==> config.mk <==
export PLATFORM = sky130hd
export DESIGN_NAME = uart_rx_frame_ctrl_flat
export DESIGN_NICKNAME = d
export VERILOG_FILES = /design/src/rtl/uart_rx_pkg.sv /design/src/rtl/uart_rx_frame_ctrl_if.sv /design/src/rtl/uart_rx_sampler.sv /design/src/rtl/uart_rx_frame_ctrl.sv /design/src/flat_wrapper.sv
export SDC_FILE = /design/constraint.sdc
export NUM_CORES = 1
export LEC_CHECK = 0
export CAP_MARGIN = 15
export CORE_MARGIN = 2
export CORE_UTILIZATION = 61
export DETAILED_ROUTE_END_ITERATION = 8
export MAX_ROUTING_LAYER = met4
export PLACE_DENSITY = 0.85
export SLEW_MARGIN = 20
export SYNTH_ARGS = -nofsm -noshare
export SYNTH_HDL_FRONTEND = slang
export SYNTH_SLANG_ARGS = --single-unit
==> constraint.sdc <==
create_clock -name CLK -period 5.19 [get_ports CLK]
set_input_delay 0.7785 -clock CLK [delete_from_list [all_inputs] [get_ports CLK]]
set_output_delay 0.7785 -clock CLK [all_outputs]
set_load 0.05 [all_outputs]
==> src/rtl/uart_rx_pkg.sv <==
// Shared state encoding and constants for the UART receive controller.
// The BRK state exists only when UART_RX_BREAK_DET_EN is defined.
package uart_rx_pkg;

    typedef enum logic [2:0] {
        ST_IDLE   = 3'd0,
        ST_START  = 3'd1,
        ST_DATA   = 3'd2,
        ST_PARITY = 3'd3,
        ST_STOP   = 3'd4,
`ifdef UART_RX_BREAK_DET_EN
        ST_DONE   = 3'd5,
        ST_BRK    = 3'd6
`else
        ST_DONE   = 3'd5
`endif
    } rx_state_e;

    localparam int MIN_PRESCALE   = 8;
    localparam int MIN_DATA_LEN   = 5;
    localparam int SAMP_OFS_EARLY = -1;
    localparam int SAMP_OFS_MID   = 0;
    localparam int SAMP_OFS_LATE  = 1;

endpackage

==> src/rtl/uart_rx_frame_ctrl_if.sv <==
// Receive-side result bus: data word, valid strobe and per-frame error flags.
// Break is carried only when UART_RX_BREAK_DET_EN is defined.
interface uart_rx_frame_ctrl_if #(
    parameter int DATA_WIDTH = 8
);
    logic [DATA_WIDTH-1:0] P_DATA;
    logic                  Data_valid;
    logic                  Par_err;
    logic                  Stop_err;
`ifdef UART_RX_BREAK_DET_EN
    logic                  Break;

    modport master (output P_DATA, Data_valid, Par_err, Stop_err, Break);
    modport slave  (input  P_DATA, Data_valid, Par_err, Stop_err, Break);
`else
    modport master (output P_DATA, Data_valid, Par_err, Stop_err);
    modport slave  (input  P_DATA, Data_valid, Par_err, Stop_err);
`endif
endinterface

==> src/rtl/uart_rx_sampler.sv <==
// Per-bit oversampling counter with three-sample majority vote around mid-bit.
// Strobes the sample point (edge P/2+1) and the last edge (edge P-1).
module uart_rx_sampler
    import uart_rx_pkg::*;
#(
    parameter int PRESCALE_W = 6
) (
    input  logic                  CLK,
    input  logic                  Reset,
    input  logic                  i_rx,
    input  logic [PRESCALE_W-1:0] i_prescale,
    input  logic                  i_clr,
    output logic                  o_sample_pt,
    output logic                  o_last_edge,
    output logic                  o_bit
);
    logic [PRESCALE_W-1:0] r_edge_cnt;
    logic                  r_samp_early;
    logic                  r_samp_mid;
    logic [PRESCALE_W-1:0] w_half;
    logic [PRESCALE_W-1:0] w_idx_early;
    logic [PRESCALE_W-1:0] w_idx_mid;
    logic [PRESCALE_W-1:0] w_idx_late;

    assign w_half      = i_prescale >> 1;
    assign w_idx_early = w_half + PRESCALE_W'(SAMP_OFS_EARLY);
    assign w_idx_mid   = w_half + PRESCALE_W'(SAMP_OFS_MID);
    assign w_idx_late  = w_half + PRESCALE_W'(SAMP_OFS_LATE);

    assign o_last_edge = (r_edge_cnt == i_prescale - PRESCALE_W'(1));
    assign o_sample_pt = (r_edge_cnt == w_idx_late);
    // The late sample is the live input, so the vote is ready at the sample point itself.
    assign o_bit = (r_samp_early & r_samp_mid) | (r_samp_early & i_rx) | (r_samp_mid & i_rx);

    always_ff @(posedge CLK or negedge Reset) begin
        if (!Reset) begin
            r_edge_cnt   <= '0;
            r_samp_early <= 1'b1;
            r_samp_mid   <= 1'b1;
        end else begin
            if (i_clr || o_last_edge)
                r_edge_cnt <= '0;
            else
                r_edge_cnt <= r_edge_cnt + PRESCALE_W'(1);
            if (r_edge_cnt == w_idx_early)
                r_samp_early <= i_rx;
            if (r_edge_cnt == w_idx_mid)
                r_samp_mid <= i_rx;
        end
    end
endmodule

==> src/rtl/uart_rx_frame_ctrl.sv <==
// UART receive frame controller: start/data/parity/stop FSM, bit counter, deserializer, checkers.
// Optional break detection is enabled by defining UART_RX_BREAK_DET_EN.
module uart_rx_frame_ctrl
    import uart_rx_pkg::*;
#(
    parameter int DATA_WIDTH = 8,
    parameter int PRESCALE_W = 6
) (
    input  logic                  CLK,
    input  logic                  Reset,
    input  logic                  RX_IN,
    input  logic [PRESCALE_W-1:0] Prescale,
    input  logic [3:0]            Data_len,
    input  logic                  PAR_EN,
    input  logic                  PAR_TYP,
    input  logic                  STOP2,
    uart_rx_frame_ctrl_if.master  rx_out
);
    rx_state_e             r_state, w_next;
    logic [PRESCALE_W-1:0] r_p;
    logic [3:0]            r_len;
    logic [3:0]            r_bit_cnt;
    logic                  r_par_en, r_par_typ, r_stop2, r_stop_idx;
    logic [DATA_WIDTH-1:0] r_shift;
    logic [DATA_WIDTH-1:0] r_p_data;
    logic                  r_data_valid, r_par_err, r_stop_err;
    logic                  w_sample_pt, w_last_edge, w_bit, w_clr, w_start;

    function automatic logic [PRESCALE_W-1:0] norm_prescale(input logic [PRESCALE_W-1:0] p);
        logic [PRESCALE_W-1:0] even;
        even = {p[PRESCALE_W-1:1], 1'b0};
        return (even < PRESCALE_W'(MIN_PRESCALE)) ? PRESCALE_W'(MIN_PRESCALE) : even;
    endfunction

    function automatic logic [3:0] clamp_len(input logic [3:0] len);
        if (len < 4'(MIN_DATA_LEN)) return 4'(MIN_DATA_LEN);
        if (len > 4'(DATA_WIDTH))   return 4'(DATA_WIDTH);
        return len;
    endfunction

    assign w_start = (r_state == ST_IDLE) && !RX_IN;

    uart_rx_sampler #(.PRESCALE_W(PRESCALE_W)) u_sampler (
        .CLK         (CLK),
        .Reset       (Reset),
        .i_rx        (RX_IN),
        .i_prescale  (r_p),
        .i_clr       (w_clr),
        .o_sample_pt (w_sample_pt),
        .o_last_edge (w_last_edge),
        .o_bit       (w_bit)
    );

`ifdef UART_RX_BREAK_DET_EN
    logic r_break, r_stop_low, w_brk_frame;
    assign w_brk_frame  = (r_shift == '0) && r_stop_low;
    assign rx_out.Break = r_break;

    always_ff @(posedge CLK or negedge Reset) begin
        if (!Reset) begin
            r_break    <= 1'b0;
            r_stop_low <= 1'b0;
        end else begin
            r_break <= (r_state == ST_DONE) && w_brk_frame;
            if (r_state == ST_STOP && w_sample_pt)
                r_stop_low <= !w_bit;
        end
    end
`endif

    always_comb begin
        w_next = r_state;
        case (r_state)
            ST_IDLE:   if (!RX_IN) w_next = ST_START;
            ST_START:  if (w_sample_pt && w_bit) w_next = ST_IDLE;
                       else if (w_last_edge) w_next = ST_DATA;
            ST_DATA:   if (w_last_edge && r_bit_cnt == r_len - 4'd1)
                           w_next = r_par_en ? ST_PARITY : ST_STOP;
            ST_PARITY: if (w_last_edge) w_next = ST_STOP;
            ST_STOP:   if (w_sample_pt && (!r_stop2 || r_stop_idx)) w_next = ST_DONE;
`ifdef UART_RX_BREAK_DET_EN
            ST_DONE:   w_next = w_brk_frame ? ST_BRK : ST_IDLE;
            ST_BRK:    if (RX_IN && w_last_edge) w_next = ST_IDLE;
`else
            ST_DONE:   w_next = ST_IDLE;
`endif
            default:   w_next = ST_IDLE;
        endcase
    end

    // Edge counter restarts on entry to IDLE; in BRK it counts consecutive high clocks.
    always_comb begin
        w_clr = (w_next == ST_IDLE);
`ifdef UART_RX_BREAK_DET_EN
        if (w_next == ST_BRK && (r_state != ST_BRK || !RX_IN))
            w_clr = 1'b1;
`endif
    end

    always_ff @(posedge CLK or negedge Reset) begin
        if (!Reset) begin
            r_state      <= ST_IDLE;
            r_p          <= PRESCALE_W'(MIN_PRESCALE);
            r_len        <= 4'(MIN_DATA_LEN);
            r_par_en     <= 1'b0;
            r_par_typ    <= 1'b0;
            r_stop2      <= 1'b0;
            r_bit_cnt    <= '0;
            r_stop_idx   <= 1'b0;
            r_p_data     <= '0;
            r_data_valid <= 1'b0;
            r_par_err    <= 1'b0;
            r_stop_err   <= 1'b0;
        end else begin
            r_state      <= w_next;
            r_data_valid <= 1'b0;
            if (w_start) begin
                r_p        <= norm_prescale(Prescale);
                r_len      <= clamp_len(Data_len);
                r_par_en   <= PAR_EN;
                r_par_typ  <= PAR_TYP;
                r_stop2    <= STOP2;
                r_bit_cnt  <= '0;
                r_stop_idx <= 1'b0;
                r_par_err  <= 1'b0;
                r_stop_err <= 1'b0;
            end
            case (r_state)
                ST_DATA: if (w_last_edge)
                    r_bit_cnt <= (r_bit_cnt == r_len - 4'd1) ? 4'd0 : r_bit_cnt + 4'd1;
                ST_PARITY: if (w_sample_pt)
                    r_par_err <= ((^r_shift) ^ r_par_typ) != w_bit;
                ST_STOP: begin
                    if (w_sample_pt && !w_bit) r_stop_err <= 1'b1;
                    if (w_last_edge)           r_stop_idx <= 1'b1;
                end
                ST_DONE: if (!r_par_err && !r_stop_err) begin
                    r_p_data     <= r_shift;
                    r_data_valid <= 1'b1;
                end
                default: ;
            endcase
        end
    end

    // Deserializer: bit n lands at index n, so short frames stay right-aligned.
    always_ff @(posedge CLK) begin
        if (w_start)
            r_shift <= '0;
        else if (r_state == ST_DATA && w_sample_pt)
            r_shift <= r_shift | (DATA_WIDTH'(w_bit) << r_bit_cnt);
    end

    assign rx_out.P_DATA     = r_p_data;
    assign rx_out.Data_valid = r_data_valid;
    assign rx_out.Par_err    = r_par_err;
    assign rx_out.Stop_err   = r_stop_err;
endmodule

==> src/flat_wrapper.sv <==
// flat-port wrapper written by rule: the top's interface ports become plain ports
module uart_rx_frame_ctrl_flat import uart_rx_pkg::*;
#(
    parameter int DATA_WIDTH = 8,
    parameter int PRESCALE_W = 6
)
  (CLK, Reset, RX_IN, Prescale, Data_len, PAR_EN, PAR_TYP, STOP2, rx_out_P_DATA, rx_out_Data_valid, rx_out_Par_err, rx_out_Stop_err);
  uart_rx_frame_ctrl_if #(.DATA_WIDTH(DATA_WIDTH)) rx_out_i ();
  input  logic CLK;
  input  logic Reset;
  input  logic RX_IN;
  input  logic [PRESCALE_W-1:0] Prescale;
  input  logic [3:0] Data_len;
  input  logic PAR_EN;
  input  logic PAR_TYP;
  input  logic STOP2;
  output wire logic [$bits(rx_out_i.P_DATA)-1:0] rx_out_P_DATA;
  output wire logic [$bits(rx_out_i.Data_valid)-1:0] rx_out_Data_valid;
  output wire logic [$bits(rx_out_i.Par_err)-1:0] rx_out_Par_err;
  output wire logic [$bits(rx_out_i.Stop_err)-1:0] rx_out_Stop_err;
  assign rx_out_P_DATA = rx_out_i.P_DATA;
  assign rx_out_Data_valid = rx_out_i.Data_valid;
  assign rx_out_Par_err = rx_out_i.Par_err;
  assign rx_out_Stop_err = rx_out_i.Stop_err;
  uart_rx_frame_ctrl #(.DATA_WIDTH(DATA_WIDTH), .PRESCALE_W(PRESCALE_W)) u_core (.CLK(CLK), .Reset(Reset), .RX_IN(RX_IN), .Prescale(Prescale), .Data_len(Data_len), .PAR_EN(PAR_EN), .PAR_TYP(PAR_TYP), .STOP2(STOP2), .rx_out(rx_out_i));
endmodule
Word-level counts from Yosys, hierarchy flattened

Index checks and enable logic that the tools add are counted.
W data, S select, Z words.

Bits in registers: 48
Output and inout port bits: 11
Logic and storage cells: 96

Add/subtract/negate cells: 6
$lt $le $gt $ge: 3
Equal/unequal tests: 11
Shift operators: 1
Muxes and demuxes: 34
Bitwise operators: 7
Reductions and logical operators: 18

Operators with widths:

| kind                  | number |
|---|---|
| $mux W4               | 8 |
| $mux W3               | 7 |
| $eq A6 B6 Y1          | 3 |
| $mux W1               | 16 |
| $pmux W3 S5           | 1 |
| $mux W6               | 2 |
| $or A8 B8 Y8          | 1 |
| $reduce_xor A8 Y1     | 1 |
| $shl A1 B4 Y8         | 1 |
| $logic_and A1 B1 Y1   | 7 |
| $add A5 B1 Y6 const B | 1 |
| $add A5 B6 Y6 const B | 1 |
| $add A6 B1 Y6 const B | 1 |
| $eq A3 B2 Y1 const B  | 2 |
| $eq A3 B3 Y1 const B  | 2 |
| $eq A6 B5 Y1          | 1 |
| $logic_not A3 Y1      | 2 |
| $lt A6 B4 Y1 const B  | 1 |
| $sub A6 B1 Y6 const B | 1 |
| $logic_not A1 Y1      | 5 |
| $add A4 B1 Y4 const B | 1 |
| $eq A4 B4 Y1          | 1 |
| $gt A4 B4 Y1 const B  | 1 |
| $lt A4 B3 Y1 const B  | 1 |
| other kinds (8)       | 12 |

Depth between registers and ports, before layout

Depth in word-level cells: 9
Gate-level depth with buffers: 10
Gate-level depth less buffers: 8

Cells and area by module

From an unflattened synthesis, not the netlist that was laid out.

Cell total of the unflattened synthesis: 286
Area total of the unflattened synthesis: 2,613.8 um^2

Modules (own cells, without submodules):

| module             | times used | cells each | area an instance (um^2) | sequential area each (um^2) |
|---|---|---|---|---|
| uart_rx_frame_ctrl | 1          | 196        | 1,818.0                 | 939.7 |
| uart_rx_sampler    | 1          | 90         | 795.8                   | 202.7 |

Worst setup path before layout

Ideal clock, no wire load.

Kind: reg2reg
From: reg u_core.r_p[1]
To: reg u_core.r_par_err, in the netlist u_core.rx_out.Par_err
Setup time: 79 ps
Data arrival time: 2,009 ps
Path slack: 3,101 ps
Stages on the path, launching flop included: 10
Path buffers: 1
Path through: dfrtp_1 -> buf_2 -> inv_1 -> ha_1 -> xor2_1 -> a211oi_2 -> and4b_4 -> o31a_1 -> and3_1 -> mux2i_1

Longest elaborated chain between the ends: 4

RTL lines:

| item                   | line                      | source |
|---|---|---|
| from (decl)            | uart_rx_frame_ctrl.sv:20  | `logic [PRESCALE_W-1:0] r_p;` |
| from (signal assigned) | uart_rx_frame_ctrl.sv:103 | `r_p <= PRESCALE_W'(MIN_PRESCALE);` |
| from (signal assigned) | uart_rx_frame_ctrl.sv:118 | `r_p <= norm_prescale(Prescale);` |
| $add A5 B1 Y6          | uart_rx_sampler.sv:28     | `assign w_idx_late = w_half + PRESCALE_W'(SAMP_OFS_LATE);` |
| $eq A6 B6 Y1           | uart_rx_sampler.sv:31     | `assign o_sample_pt = (r_edge_cnt == w_idx_late);` |
| $mux W1                | uart_rx_frame_ctrl.sv:131 | `ST_PARITY: if (w_sample_pt)` |
| $mux W1                | uart_rx_frame_ctrl.sv:128 | `case (r_state)` |
| to (signal assigned)   | uart_rx_frame_ctrl.sv:132 | `r_par_err <= ((^r_shift) ^ r_par_typ) != w_bit;` |
| to (decl)              | uart_rx_frame_ctrl.sv:26  | `logic r_data_valid, r_par_err, r_stop_err;` |

Every way passes these cells.
A chain may end at the register's enable or synchronous reset.

Worst setup path in the final report

From: in RX_IN
To: reg u_core.r_bit_cnt[2]

Longest elaborated chain between the ends: 5

RTL lines:

| item                    | line                      | source |
|---|---|---|
| from (decl)             | flat_wrapper.sv:11        | `input logic RX_IN;` |
| $logic_not A1 Y1 (*)    | uart_rx_frame_ctrl.sv:41  | `assign w_start = (r_state == ST_IDLE) && !RX_IN;` |
| $logic_and A1 B1 Y1 (*) | uart_rx_frame_ctrl.sv:41  |  |
| $mux W4 (*)             | uart_rx_frame_ctrl.sv:117 | `if (w_start) begin` |
| $mux W4                 | uart_rx_frame_ctrl.sv:129 | `ST_DATA: if (w_last_edge)` |
| $mux W4 (*)             | uart_rx_frame_ctrl.sv:128 |  |
| to (signal assigned)    | uart_rx_frame_ctrl.sv:130 | `r_bit_cnt <= (r_bit_cnt == r_len - 4'd1) ? 4'd0 : r_bit_cnt + 4'd1;` |
| to (decl)               | uart_rx_frame_ctrl.sv:22  | `logic [3:0] r_bit_cnt;` |

Every way passes the cells marked *; elsewhere a longest branch is shown, timed or not.

==> impl_metrics.toml <==
[status]
status = "complete, no violations"

[finish]
multi_input_area_um2 = 1440
drive_gt1_share_pct = 8.92
regArea_um2 = 1140
final.fill_count = 347
utilization_pct = 70.6
nNetsFinal = 334
areaGrowthSynthToFinish_pct = 13.2
antenna_cells = 0

[pwr]
total_power_w = 0.00151
p_seq_share_pct = 39.5
power_density_nw_per_um2 = 498
switching_power_w = 0.000615
power.internal_w = 0.000896
power.clock.fraction_pct = 18.3
pwr-share-comb_pct = 42.2
leakage_nw = 1.37
ir_drop_v = 0.000325
switching_share_pct = 40.7

[clock_network]
cts_setup_buffers = 0
clock-sinks = 47
cts_resized = 0
clk_path_buf_depth = 2
path_clk_slew_ns = 0.10
cts_made_buffers = 5
holdBufCountCts = 0
clockRootBuffer = "clkbuf_8"
insertion_delay_ns = 0.30
cts_tree = "done"
htree_num_levels = 2

[place]
numPortBuffers = 25
place.gp.congestion = 0.832
dpl.hpwl_um = 3640
place_ws_ns = 2.38

[route]
drtPass1Iterations = 4
vias_per_cell = 5.75
routedWlPerCell_um = 14.0
drtAntennaViolNets = 0
drtIter0Drc = 199
wl_um = 5130
drc = 0
vias = 2103

[synthesis]
async_flop_share_pct = 83.0
yosys.area_share.xor_xnor_pct = 11.4
synth_mux_area_share_pct = 2.76
synth_top_area_cell = "dfrtp_1"
synth_edf_count = 0
synth_top_family_by_area = "simple AND/OR/NAND/NOR gates"
ys_types = 52
yosysSeqAreaShare_pct = 42.7
syn_inst = 294
synthesis.area_um2 = 2680
synth_warnings = 0
synth.area.top_cells = "dfrtp_1, nand2_1, dfxtp_1, xnor2_1, dfstp_2"
ys.flop_type = "dfrtp_1"
synth.ff_latch_count = 47
synthDominantCellAreaShare_pct = 31.8
syn_avg_cell_area_um2 = 9.11
syn_nets = 315
synth_fa_ha_area_share_pct = 2.71
synth_compound_area_share_pct = 11.3
yosys.area_share.simple_pct = 25.5

[run]
max_cap_violations = 0

[timing]
finClkSkew_ns = 0.0111
worstMarginPinSlew_ns = 1.03
finalCritPeriodShare_pct = 47.8
hold_viol = 0
tns_ns = 0
grt_setup_unrepaired = "no"
period_minus_slack_ns = 2.48
timing.slew.headroom_pct = 31.1
setup_viol = 0
fmax_ghz = 0.403
hold_slack_ns = 0.475
layout_setup_ws_ns = 2.71
report.final.slew_viol_count = 0

[floorplanning]
die_w_um = 70.3
dieArea_um2 = 4940
core_area_um2 = 4290
ios = 27
rows = 24
die_y_um = 70.3
initial_core_util_pct = 62.4

[global_routing]
grt_pass1_vias = 2072
grt-ovfl-total = 0
grt_pass1_wl_um = 9250
grt_max_degree = 40
track_usage_pct = 24.0
grt_antenna_before_repair = 0

[critical_path]
cp_max_fo = 17
cp.required_ns = 5.39
crit_path_start_kind = "primary input"
crit_arrival_ns = 2.68
crit_type = "in -> reg"
endpoint_kind = "flip-flop"

[worst_hold_path]
hold_path.class = "reg -> reg"
[flip-flops by register name (all words and copies together) (netlist names)]
register	cells
u_core.r_shift	8
u_core.r_state	3
u_core.u_sampler.r_samp_early	1
u_core.r_stop_idx	1
u_core.r_p	5
u_core.u_sampler.r_edge_cnt	6
u_core.r_par_typ	1
u_core.rx_out.Data_valid	1
u_core.rx_out.P_DATA	8
u_core.rx_out.Stop_err	1
u_core.r_len	4
u_core.r_bit_cnt	4
u_core.r_stop2	1
u_core.r_par_en	1
u_core.u_sampler.r_samp_mid	1
u_core.rx_out.Par_err	1
[cells in the final DEF, fill, tap and decap left out, drive strengths merged, types with 2 or more instances in the layout]
master / netlist / routed
o2bb2ai: 2 / 2
ha: 5 / 5
clkbuf: 6 / 5
nor3: 6 / 6
nor2: 19 / 19
dfxtp: 8 / 8
mux2: 3 / 3
a211oi: 2 / 2
nor2b: 7 / 7
a21oi: 5 / 5
inv: 6 / 7
o211a: 2 / 2
o31ai: 2 / 2
nand4: 4 / 4
mux2i: 4 / 4
nand2: 67 / 67
nand2b: 9 / 9
clkdlybuf4s50: 0 / 24
and2: 2 / 2
o31a: 2 / 2
o21ai: 19 / 19
a22o: 2 / 2
nand3: 10 / 10
and3: 2 / 2
or3: 3 / 3
xor2: 16 / 16
dfrtp: 34 / 34
nor3b: 4 / 4
dfstp: 5 / 5
xnor2: 18 / 18
[worst paths after layout]
kind	depth (start not counted)	startpoint	to	slack, ns
setup / recovery	6	RX_IN	u_core.r_bit_cnt[2]	2.71
hold / removal	2	u_core.r_shift[2]	u_core.rx_out.P_DATA[2]	0.48
setup reg to reg	8	u_core.r_p[1]	u_core.r_shift[0]	2.79
hold reg to reg	2	u_core.r_shift[2]	u_core.rx_out.P_DATA[2]	0.48
max in group asynchronous	1	Reset	u_core.u_sampler.r_edge_cnt[4]	4.08
min in group asynchronous	1	Reset	u_core.rx_out.Par_err	0.57
[stage by stage]
stage,area [µm²],instances
5_1_grt,3030,366
3_5_place_dp,2920,358
3_3_place_gp,2920,358
6_report,3030,366
2_1_floorplan,2680,294
4_1_cts,3030,366
[per-layer routing]
layer	vias up	GRT usage [%]	part of all wire (%)
met1	1015	30.4	45
met2	57	39.0	50
met5	-	-	0
li1	1022	-	-
met3	9	4.76	4.0
met4	0	7.69	1.4
[power groups by stage]
stage	clock, W	sequential, W	combinational (W)
after CTS	0.000278	0.000592	0.000639
after detailed placement	0	0.000599	0.000633
after floorplan	0	0.000548	0.000563
after global routing	0.000295	0.000615	0.000713
final	0.000277	0.000596	0.000637
after global placement	0	0.000593	0.000607
[kinds of logic after synthesis]
logic type | Yosys count
buf+inv | 20
mux | 7
flops | 47
simple gates | 138
compound gates | 42
fa+ha+maj | 6
xor+xnor | 34
[Yosys cell counts, types with 2 or more instances]
library cell and count:
nand2_1 67, dfrtp_1 34, nor2_1 19, xnor2_1 18
xor2_1 15, o21ai_1 11, nand3_1 10, nand2b_1 9
dfxtp_1 8, o21ai_0 8, nor2b_1 7, clkbuf_1 6
inv_1 6, a21oi_1 5, dfstp_2 5, ha_1 5
nor3_1 5, buf_2 4, mux2i_1 4, nor3b_1 4
or3_1 3, a22o_1 2, and3_1 2, buf_6 2
mux2_2 2, nand4_1 2, nand4_2 2, o211a_1 2
o2bb2ai_1 2, o31a_1 2, o31ai_2 2
[layout make-up]
class | count | share of cell area (%)
tap | 52 | 2.15
inverter | 7 | 0.867
multi-input combinational | 227 | 47.4
clock inverter | 3 | 1.53
clock buffer | 5 | 2.27
timing repair buffer | 25 | 8.09
sequential | 47 | 37.7
[worst max-delay path, stage by stage]
cell	delay, ns
clkdlybuf4s50_1	0.46
inv_1	0.13
nand2_1	0.10
nor2_1	0.80
a21oi_1	0.19
a21o_1	0.23
Note: power is estimated with default switching activity, not from simulation.
